### src/rtl/sdram_pattern_tester.sv
// SDRAM pattern tester: writes exp(a) = a ^ SEED ^ inv_mask over a word range, reads it back and reports errors.
// Optional SDRAM_TESTER_LOOP_EN: passing runs restart with an inverted pattern and bump pass_cnt.
module sdram_pattern_tester #(
   parameter int unsigned BANK_WIDTH     = 2,
   parameter int unsigned ROW_WIDTH      = 13,
   parameter int unsigned COL_WIDTH      = 9,
   parameter int unsigned DATA_WIDTH     = 16,
   parameter int unsigned WORD_COUNT     = 4096,
   parameter int unsigned SEED           = 16'hA5C3,
   parameter int unsigned TIMEOUT_CYCLES = 1024
) (
   input  logic                                      clk,
   input  logic                                      reset,
   input  logic                                      start,
   output logic                                      busy,
   output logic                                      done,
   output logic                                      pass,
   output logic                                      timeout,
   output logic [15:0]                               err_cnt,
   output logic [BANK_WIDTH+ROW_WIDTH+COL_WIDTH-1:0] err_addr,
   output logic [DATA_WIDTH-1:0]                     err_data,
   output logic [15:0]                               pass_cnt,
   output logic                                      sdram_req,
   input  logic                                      sdram_ack,
   output logic [BANK_WIDTH+ROW_WIDTH+COL_WIDTH-1:0] sdram_addr,
   output logic                                      sdram_rh_wl,
   output logic [DATA_WIDTH-1:0]                     sdram_data_w,
   input  logic [DATA_WIDTH-1:0]                     sdram_data_r,
   input  logic                                      sdram_data_r_en
);

   localparam int unsigned AW = BANK_WIDTH + ROW_WIDTH + COL_WIDTH;
   localparam int unsigned EW = (AW > DATA_WIDTH) ? AW : DATA_WIDTH;
   localparam int unsigned TW = $clog2(TIMEOUT_CYCLES + 1);

   localparam logic [AW-1:0]         LAST_ADDR = AW'(WORD_COUNT - 1);
   localparam logic [DATA_WIDTH-1:0] SEED_W    = DATA_WIDTH'(SEED);
   localparam logic [TW-1:0]         TMO_LAST  = TW'(TIMEOUT_CYCLES - 1);

   localparam logic [2:0] S_IDLE    = 3'd0;
   localparam logic [2:0] S_WR_REQ  = 3'd1;
   localparam logic [2:0] S_WR_GAP  = 3'd2;
   localparam logic [2:0] S_RD_REQ  = 3'd3;
   localparam logic [2:0] S_RD_WAIT = 3'd4;
   localparam logic [2:0] S_DONE    = 3'd5;

   logic [2:0]            state_q, state_d;
   logic [AW-1:0]         addr_q, addr_d;
   logic                  rh_wl_q, rh_wl_d;
   logic [DATA_WIDTH-1:0] data_w_q, data_w_d;
   logic                  req_q, req_d;
   logic                  busy_q, busy_d;
   logic                  done_q, done_d;
   logic                  pass_q, pass_d;
   logic                  timeout_q, timeout_d;
   logic [15:0]           err_cnt_q, err_cnt_d;
   logic [AW-1:0]         err_addr_q, err_addr_d;
   logic [DATA_WIDTH-1:0] err_data_q, err_data_d;
   logic [TW-1:0]         tmo_cnt_q, tmo_cnt_d;
   logic [DATA_WIDTH-1:0] inv_mask_q;
   logic [15:0]           pass_cnt_q;
   logic [DATA_WIDTH-1:0] inv_next;
   logic                  rd_match;
   logic                  tmo_hit;
`ifdef SDRAM_TESTER_LOOP_EN
   logic [DATA_WIDTH-1:0] inv_mask_d;
   logic [15:0]           pass_cnt_d;
`endif

   function automatic logic [DATA_WIDTH-1:0] exp_data(input logic [AW-1:0] a,
                                                      input logic [DATA_WIDTH-1:0] inv);
      logic [EW-1:0] ext;
      ext = EW'(a);
      return ext[DATA_WIDTH-1:0] ^ SEED_W ^ inv;
   endfunction

   always_comb begin
      state_d    = state_q;
      addr_d     = addr_q;
      rh_wl_d    = rh_wl_q;
      data_w_d   = data_w_q;
      done_d     = done_q;
      pass_d     = pass_q;
      timeout_d  = timeout_q;
      err_cnt_d  = err_cnt_q;
      err_addr_d = err_addr_q;
      err_data_d = err_data_q;
      tmo_cnt_d  = tmo_cnt_q;
`ifdef SDRAM_TESTER_LOOP_EN
      inv_mask_d = inv_mask_q;
      pass_cnt_d = pass_cnt_q;
`endif
      rd_match = (sdram_data_r == exp_data(addr_q, inv_mask_q));
      tmo_hit  = (tmo_cnt_q == TMO_LAST);

      case (state_q)
         S_IDLE, S_DONE: begin
            if (start) begin
               err_cnt_d  = '0;
               err_addr_d = '0;
               err_data_d = '0;
               timeout_d  = 1'b0;
               done_d     = 1'b0;
               pass_d     = 1'b0;
               addr_d     = '0;
               state_d    = S_WR_REQ;
`ifdef SDRAM_TESTER_LOOP_EN
               inv_mask_d = '0;
               pass_cnt_d = '0;
`endif
            end
         end
         S_WR_REQ: begin
            if (sdram_ack) begin
               state_d = S_WR_GAP;
            end else if (tmo_hit) begin
               timeout_d = 1'b1;
               state_d   = S_DONE;
            end
         end
         S_WR_GAP: begin
            if (addr_q == LAST_ADDR) begin
               addr_d  = '0;
               state_d = S_RD_REQ;
            end else begin
               addr_d  = addr_q + AW'(1);
               state_d = S_WR_REQ;
            end
         end
         S_RD_REQ: begin
            if (sdram_ack) begin
               state_d = S_RD_WAIT;
            end else if (tmo_hit) begin
               timeout_d = 1'b1;
               state_d   = S_DONE;
            end
         end
         S_RD_WAIT: begin
            if (sdram_data_r_en) begin
               if (!rd_match) begin
                  if (err_cnt_q != 16'hFFFF) begin
                     err_cnt_d = err_cnt_q + 16'd1;
                  end
                  if (err_cnt_q == '0) begin
                     err_addr_d = addr_q;
                     err_data_d = sdram_data_r;
                  end
               end
               if (addr_q == LAST_ADDR) begin
`ifdef SDRAM_TESTER_LOOP_EN
                  // A clean pass loops straight back into writing with the inverted pattern.
                  if (err_cnt_d == '0 && !timeout_q) begin
                     pass_cnt_d = pass_cnt_q + 16'd1;
                     inv_mask_d = ~inv_mask_q;
                     addr_d     = '0;
                     state_d    = S_WR_REQ;
                  end else begin
                     state_d = S_DONE;
                  end
`else
                  state_d = S_DONE;
`endif
               end else begin
                  addr_d  = addr_q + AW'(1);
                  state_d = S_RD_REQ;
               end
            end else if (tmo_hit) begin
               timeout_d = 1'b1;
               state_d   = S_DONE;
            end
         end
         default: state_d = S_IDLE;
      endcase

`ifdef SDRAM_TESTER_LOOP_EN
      inv_next = inv_mask_d;
`else
      inv_next = inv_mask_q;
`endif

      // Address/command/data registers only move on entry to a request state.
      if (state_d != state_q) begin
         if (state_d == S_WR_REQ) begin
            rh_wl_d  = 1'b0;
            data_w_d = exp_data(addr_d, inv_next);
         end
         if (state_d == S_RD_REQ) begin
            rh_wl_d = 1'b1;
         end
         if (state_d == S_WR_REQ || state_d == S_RD_REQ || state_d == S_RD_WAIT) begin
            tmo_cnt_d = '0;
         end
         if (state_d == S_DONE) begin
            done_d = 1'b1;
            pass_d = (err_cnt_d == '0) && !timeout_d;
         end
      end else if (state_q == S_WR_REQ || state_q == S_RD_REQ || state_q == S_RD_WAIT) begin
         tmo_cnt_d = tmo_cnt_q + TW'(1);
      end

      req_d  = (state_d == S_WR_REQ) || (state_d == S_RD_REQ);
      busy_d = (state_d != S_IDLE) && (state_d != S_DONE);
   end

   always_ff @(posedge clk or posedge reset) begin
      if (reset) begin
         state_q    <= S_IDLE;
         addr_q     <= '0;
         rh_wl_q    <= 1'b0;
         data_w_q   <= '0;
         req_q      <= 1'b0;
         busy_q     <= 1'b0;
         done_q     <= 1'b0;
         pass_q     <= 1'b0;
         timeout_q  <= 1'b0;
         err_cnt_q  <= '0;
         err_addr_q <= '0;
         err_data_q <= '0;
         tmo_cnt_q  <= '0;
      end else begin
         state_q    <= state_d;
         addr_q     <= addr_d;
         rh_wl_q    <= rh_wl_d;
         data_w_q   <= data_w_d;
         req_q      <= req_d;
         busy_q     <= busy_d;
         done_q     <= done_d;
         pass_q     <= pass_d;
         timeout_q  <= timeout_d;
         err_cnt_q  <= err_cnt_d;
         err_addr_q <= err_addr_d;
         err_data_q <= err_data_d;
         tmo_cnt_q  <= tmo_cnt_d;
      end
   end

`ifdef SDRAM_TESTER_LOOP_EN
   always_ff @(posedge clk or posedge reset) begin
      if (reset) begin
         inv_mask_q <= '0;
         pass_cnt_q <= '0;
      end else begin
         inv_mask_q <= inv_mask_d;
         pass_cnt_q <= pass_cnt_d;
      end
   end
`else
   assign inv_mask_q = '0;
   assign pass_cnt_q = '0;
`endif

   assign busy         = busy_q;
   assign done         = done_q;
   assign pass         = pass_q;
   assign timeout      = timeout_q;
   assign err_cnt      = err_cnt_q;
   assign err_addr     = err_addr_q;
   assign err_data     = err_data_q;
   assign pass_cnt     = pass_cnt_q;
   assign sdram_req    = req_q;
   assign sdram_addr   = addr_q;
   assign sdram_rh_wl  = rh_wl_q;
   assign sdram_data_w = data_w_q;

endmodule

### config.mk
export PLATFORM = sky130hd
export DESIGN_NAME = sdram_pattern_tester
export DESIGN_NICKNAME = d
export VERILOG_FILES = /design/src/rtl/sdram_pattern_tester.sv
export SDC_FILE = /design/constraint.sdc
export NUM_CORES = 1
export LEC_CHECK = 0
export ABC_CLOCK_PERIOD_IN_PS = 3400
export BUFFER_PORTS_ARGS = -buffer_cell sky130_fd_sc_hd__buf_2
export CAP_MARGIN = 20
export CORE_AREA = 5 5 137 139
export DETAILED_ROUTE_END_ITERATION = 10
export DIE_AREA = 0 0 142 144
export PLACE_DENSITY_LB_ADDON = 0.05
export SYNTH_ARGS = -nofsm -noshare
export SYNTH_HDL_FRONTEND = slang
export SYNTH_SLANG_ARGS = --single-unit
### constraint.sdc
create_clock -name clk -period 3.4 [get_ports clk]
set_input_delay 0.17 -clock clk [delete_from_list [all_inputs] [get_ports clk]]
set_output_delay 0.17 -clock clk [all_outputs]
set_load 0.05 [all_outputs]
==> results.sh <==
export IMPL_n_antenna_cell=0
export IMPL_clk_pin_slew_worst_paths_ps=50
export IMPL_worst_setup_path_start_kind="flop"
export IMPL_p_per_area_mw_per_mm2=745
export IMPL_synth_edf_count=0
export IMPL_route_detailed_drc=0
export IMPL_worstSetupPathType="flop to flop"
export IMPL_ant_nets=0
export IMPL_core_area_mm2=0.0175
export IMPL_syn_area_mm2=0.00646
export IMPL_whs_path_depth=3
export IMPL_synth_top_family_by_area="simple AND/OR/NAND/NOR gates"
export IMPL_synthArstFlopShare_pct=100
export IMPL_drv_cap=0
export IMPL_status="completed"
export IMPL_hold_class="input pin to flop"
export IMPL_drtIter0Drc=365
export IMPL_synth_area_leaders="dfrtp_1 45%, nand2_1 6.8%, o21ai_0 5.7%"
export IMPL_portBuffers=122
export IMPL_yosys_top_cells_count="117 x nand2_1, 116 x dfrtp_1, 74 x o21ai_0, 41 x nor2_1, 29 x buf_2"
export IMPL_cp_num_buf_inv=0
export IMPL_area_delta_synth_final_pct=21.9
export IMPL_cp_max_fo=14
export IMPL_synth_xor_area_share_pct=3.93
export IMPL_synth_area_leader_cell="dfrtp_1"
export IMPL_route_top_layer_used="met4"
export IMPL_synthAdderAreaFrac_pct=0.968
export IMPL_crit_chain="ha_1, and3_1, and4_4, and4_4, or4_4, o21a_1, nor2_1, o21a_1, o31ai_1"
export IMPL_critPathCaptureType="flop"
export IMPL_muxShareOfSynthArea_pct=0.968
export IMPL_hold_viol=0
export IMPL_met1Wirelength_mm=8.81
export IMPL_dieArea_mm2=0.0204
export IMPL_synth_compound_area_share_pct=20.4
export IMPL_max_stage_delay_ps=480
export IMPL_clkLatencyLatePin_ps=420
export IMPL_yosysMostFrequentCell="nand2_1"
export IMPL_routed_via_density=5.42
export IMPL_slew_violations=0
export IMPL_critPathTopFamily="simple AND/OR/NAND/NOR gates"
export IMPL_die_x_um=142
export IMPL_overflow=0
export IMPL_met3WireLength_mm=1.31
export IMPL_dp_hpwl_mm=14.5
export IMPL_critical_path_required_ps=3720
export IMPL_place_ws_ps=499
export IMPL_initial_core_util_pct=36.9
export IMPL_fin_setup_tns_ps=0
export IMPL_critPathSlowestCell="dfrtp_1"
export IMPL_cts_tree="done"
export IMPL_syn_area_per_cell_um2=8.89
export IMPL_ys_ff_latch=116
export IMPL_setup_viol=0
export IMPL_worst_slack_ps=510
export IMPL_finish_utilization_pct=44.9
export IMPL_layout_min_cycle_time_ps=2890
export IMPL_yosysWarnings=0
export IMPL_fin_crit_sh_pct=85.0
export IMPL_synthDistinctLibCells=80
export IMPL_worstMarginPinSlew_ps=941
export IMPL_grt_pass1_wl_mm=31.7
export IMPL_arrival_ps=3210
export IMPL_route_detailed_wl_per_inst_um=18.4
export IMPL_hold_worst_slack_ps=18.2
export IMPL_clockBufferDepth=2
export IMPL_place_area_mm2=0.00720
export IMPL_clockRootBuffer="clkbuf_16"
export IMPL_drive_above_1_share_pct=24.3
export IMPL_cts_buffers=17
export IMPL_fp_dieH_um=144
export IMPL_drt_pass1_iterations=5
export IMPL_wl_met2_mm=9.49
export IMPL_cts_resized=0
export IMPL_stdcell_area_mm2=0.00788
export IMPL_rows=49
export IMPL_grt_pass1_vias=5644
export IMPL_cts_sinks=116
export IMPL_grt_setup_unrepaired="no"
export IMPL_drt_wl_total_mm=19.9
export IMPL_grt_start_max_net_pins=81
export IMPL_relSlewSlack_pct=37.1
export IMPL_cp_depth=9
export IMPL_antenna_found_initial=0
export IMPL_vdd_drop_max_mv=0.411
export IMPL_htree_num_levels=4
export IMPL_ys_seq_area_share_pct=44.9
export IMPL_synth_top_area_share_pct=44.9
export IMPL_worst_r2r_path_depth=9
export IMPL_syn_instance_count=727
export IMPL_nets=865
export IMPL_ys_flop_type="dfrtp_1"
export IMPL_p_leak_uw=0.00371
export IMPL_vias=5862
export IMPL_ios=139
export IMPL_grtUsageTotal_pct=19.6
export IMPL_finClkSkew_ps=12.1
export IMPL_synthSimpleGateAreaFrac_pct=20.8
export IMPL_gp_congestion=0.924
export IMPL_clock_fmax_mhz=346
## report_power, final
group          internal [µW]  switching [µW]  leakage (µW)
registers               1560             192       0.00157
logic                    598            1590       0.00183
clock network           1260             660      0.000302
## what timing repair did
item	4_1_cts	5_1_grt
hold endpoints to repair	0	31
buffers inserted	0	0
hold buffers	0	1
## layer usage
| metal | vias to the layer above | global-route usage, % |
|---|---|---|
| li1 | 2797 | - |
| met3 | 20 | 4.70 |
| met4 | 0 | 6.31 |
| met5 | - | 0 |
| met1 | 2843 | 26.3 |
| met2 | 202 | 31.5 |
## sequential cells by signal, summed over array words and instances, names as in the netlist
register	flops
pass	1
tmo_cnt_q	11
busy	1
sdram_addr	24
sdram_rh_wl	1
err_data	16
err_cnt	16
err_addr	24
state_q	3
done	1
timeout	1
sdram_data_w	16
sdram_req	1
## cell usage in the layout, fill, tap and decap left out, drive strengths merged, types with 5 or more instances in the layout
cell and n:
xor2 14, nand4 16, o41ai 5, o22a 5, nor2 43, ha 5
a31o 7, clkinv 5, o22ai 13, inv 28, nor3 11, nor4 8
o21ai 77, a31oi 16, a21oi 27, and4 7, nand3 18, nand2b 5
or4 5, dfrtp 116, clkbuf 20, nand2 117, and2 7, xnor2 15
o31ai 19, and3 16, buf 146, conb 16
## logic make-up (layout without fill, tap and decap cells)
kind of cell	after synthesis	in the layout
flip-flops	116	116
other	1	16
AND/OR/NAND/NOR	272	272
XOR/XNOR	29	29
adder cells (fa/ha/maj)	5	5
multiplexers	6	6
buffers and inverters	97	207
AO/OA/AOI/OAI	201	201
## final cells by class
type                    count  area [µm²]
multi-input cells         529        3110
fillers                  1770        9660
clock inverters            12         179
repair buffers            147         833
clock buffers              20         457
inverters                  28         108
well taps                 229         287
flip-flops and latches    116        2900
## through the flow
stage / total power, µW / instances
floorplan: 3410 / 742
global placement: 3950 / 1047
detailed placement: 3970 / 1047
CTS: 5920 / 1079
global route: 6200 / 1081
finish: 5860 / 1081
## tightest hold or removal path: stages
cell     delay [ps]
buf_2           110
nand2_1          50
o21ai_0          60
## path summary, 6_finish.rpt
kind	start	endpoint	slack, ps
setup / recovery	sdram_addr[0]$_DFF_PP0_	sdram_data_w[15]$_DFFE_PP0P_	510
hold / removal	sdram_data_r[3]	err_data[3]$_DFFE_PP0P_	20
setup reg to reg	sdram_addr[0]$_DFF_PP0_	sdram_data_w[15]$_DFFE_PP0P_	510
hold reg to reg	err_addr[22]$_DFFE_PP0P_	err_addr[22]$_DFFE_PP0P_	470
max in group asynchronous	reset	sdram_addr[16]$_DFFE_PP0P_	2140
min in group asynchronous	reset	sdram_data_w[13]$_DFFE_PP0P_	310
No activity file was read; power rests on OpenSTA's default activity.
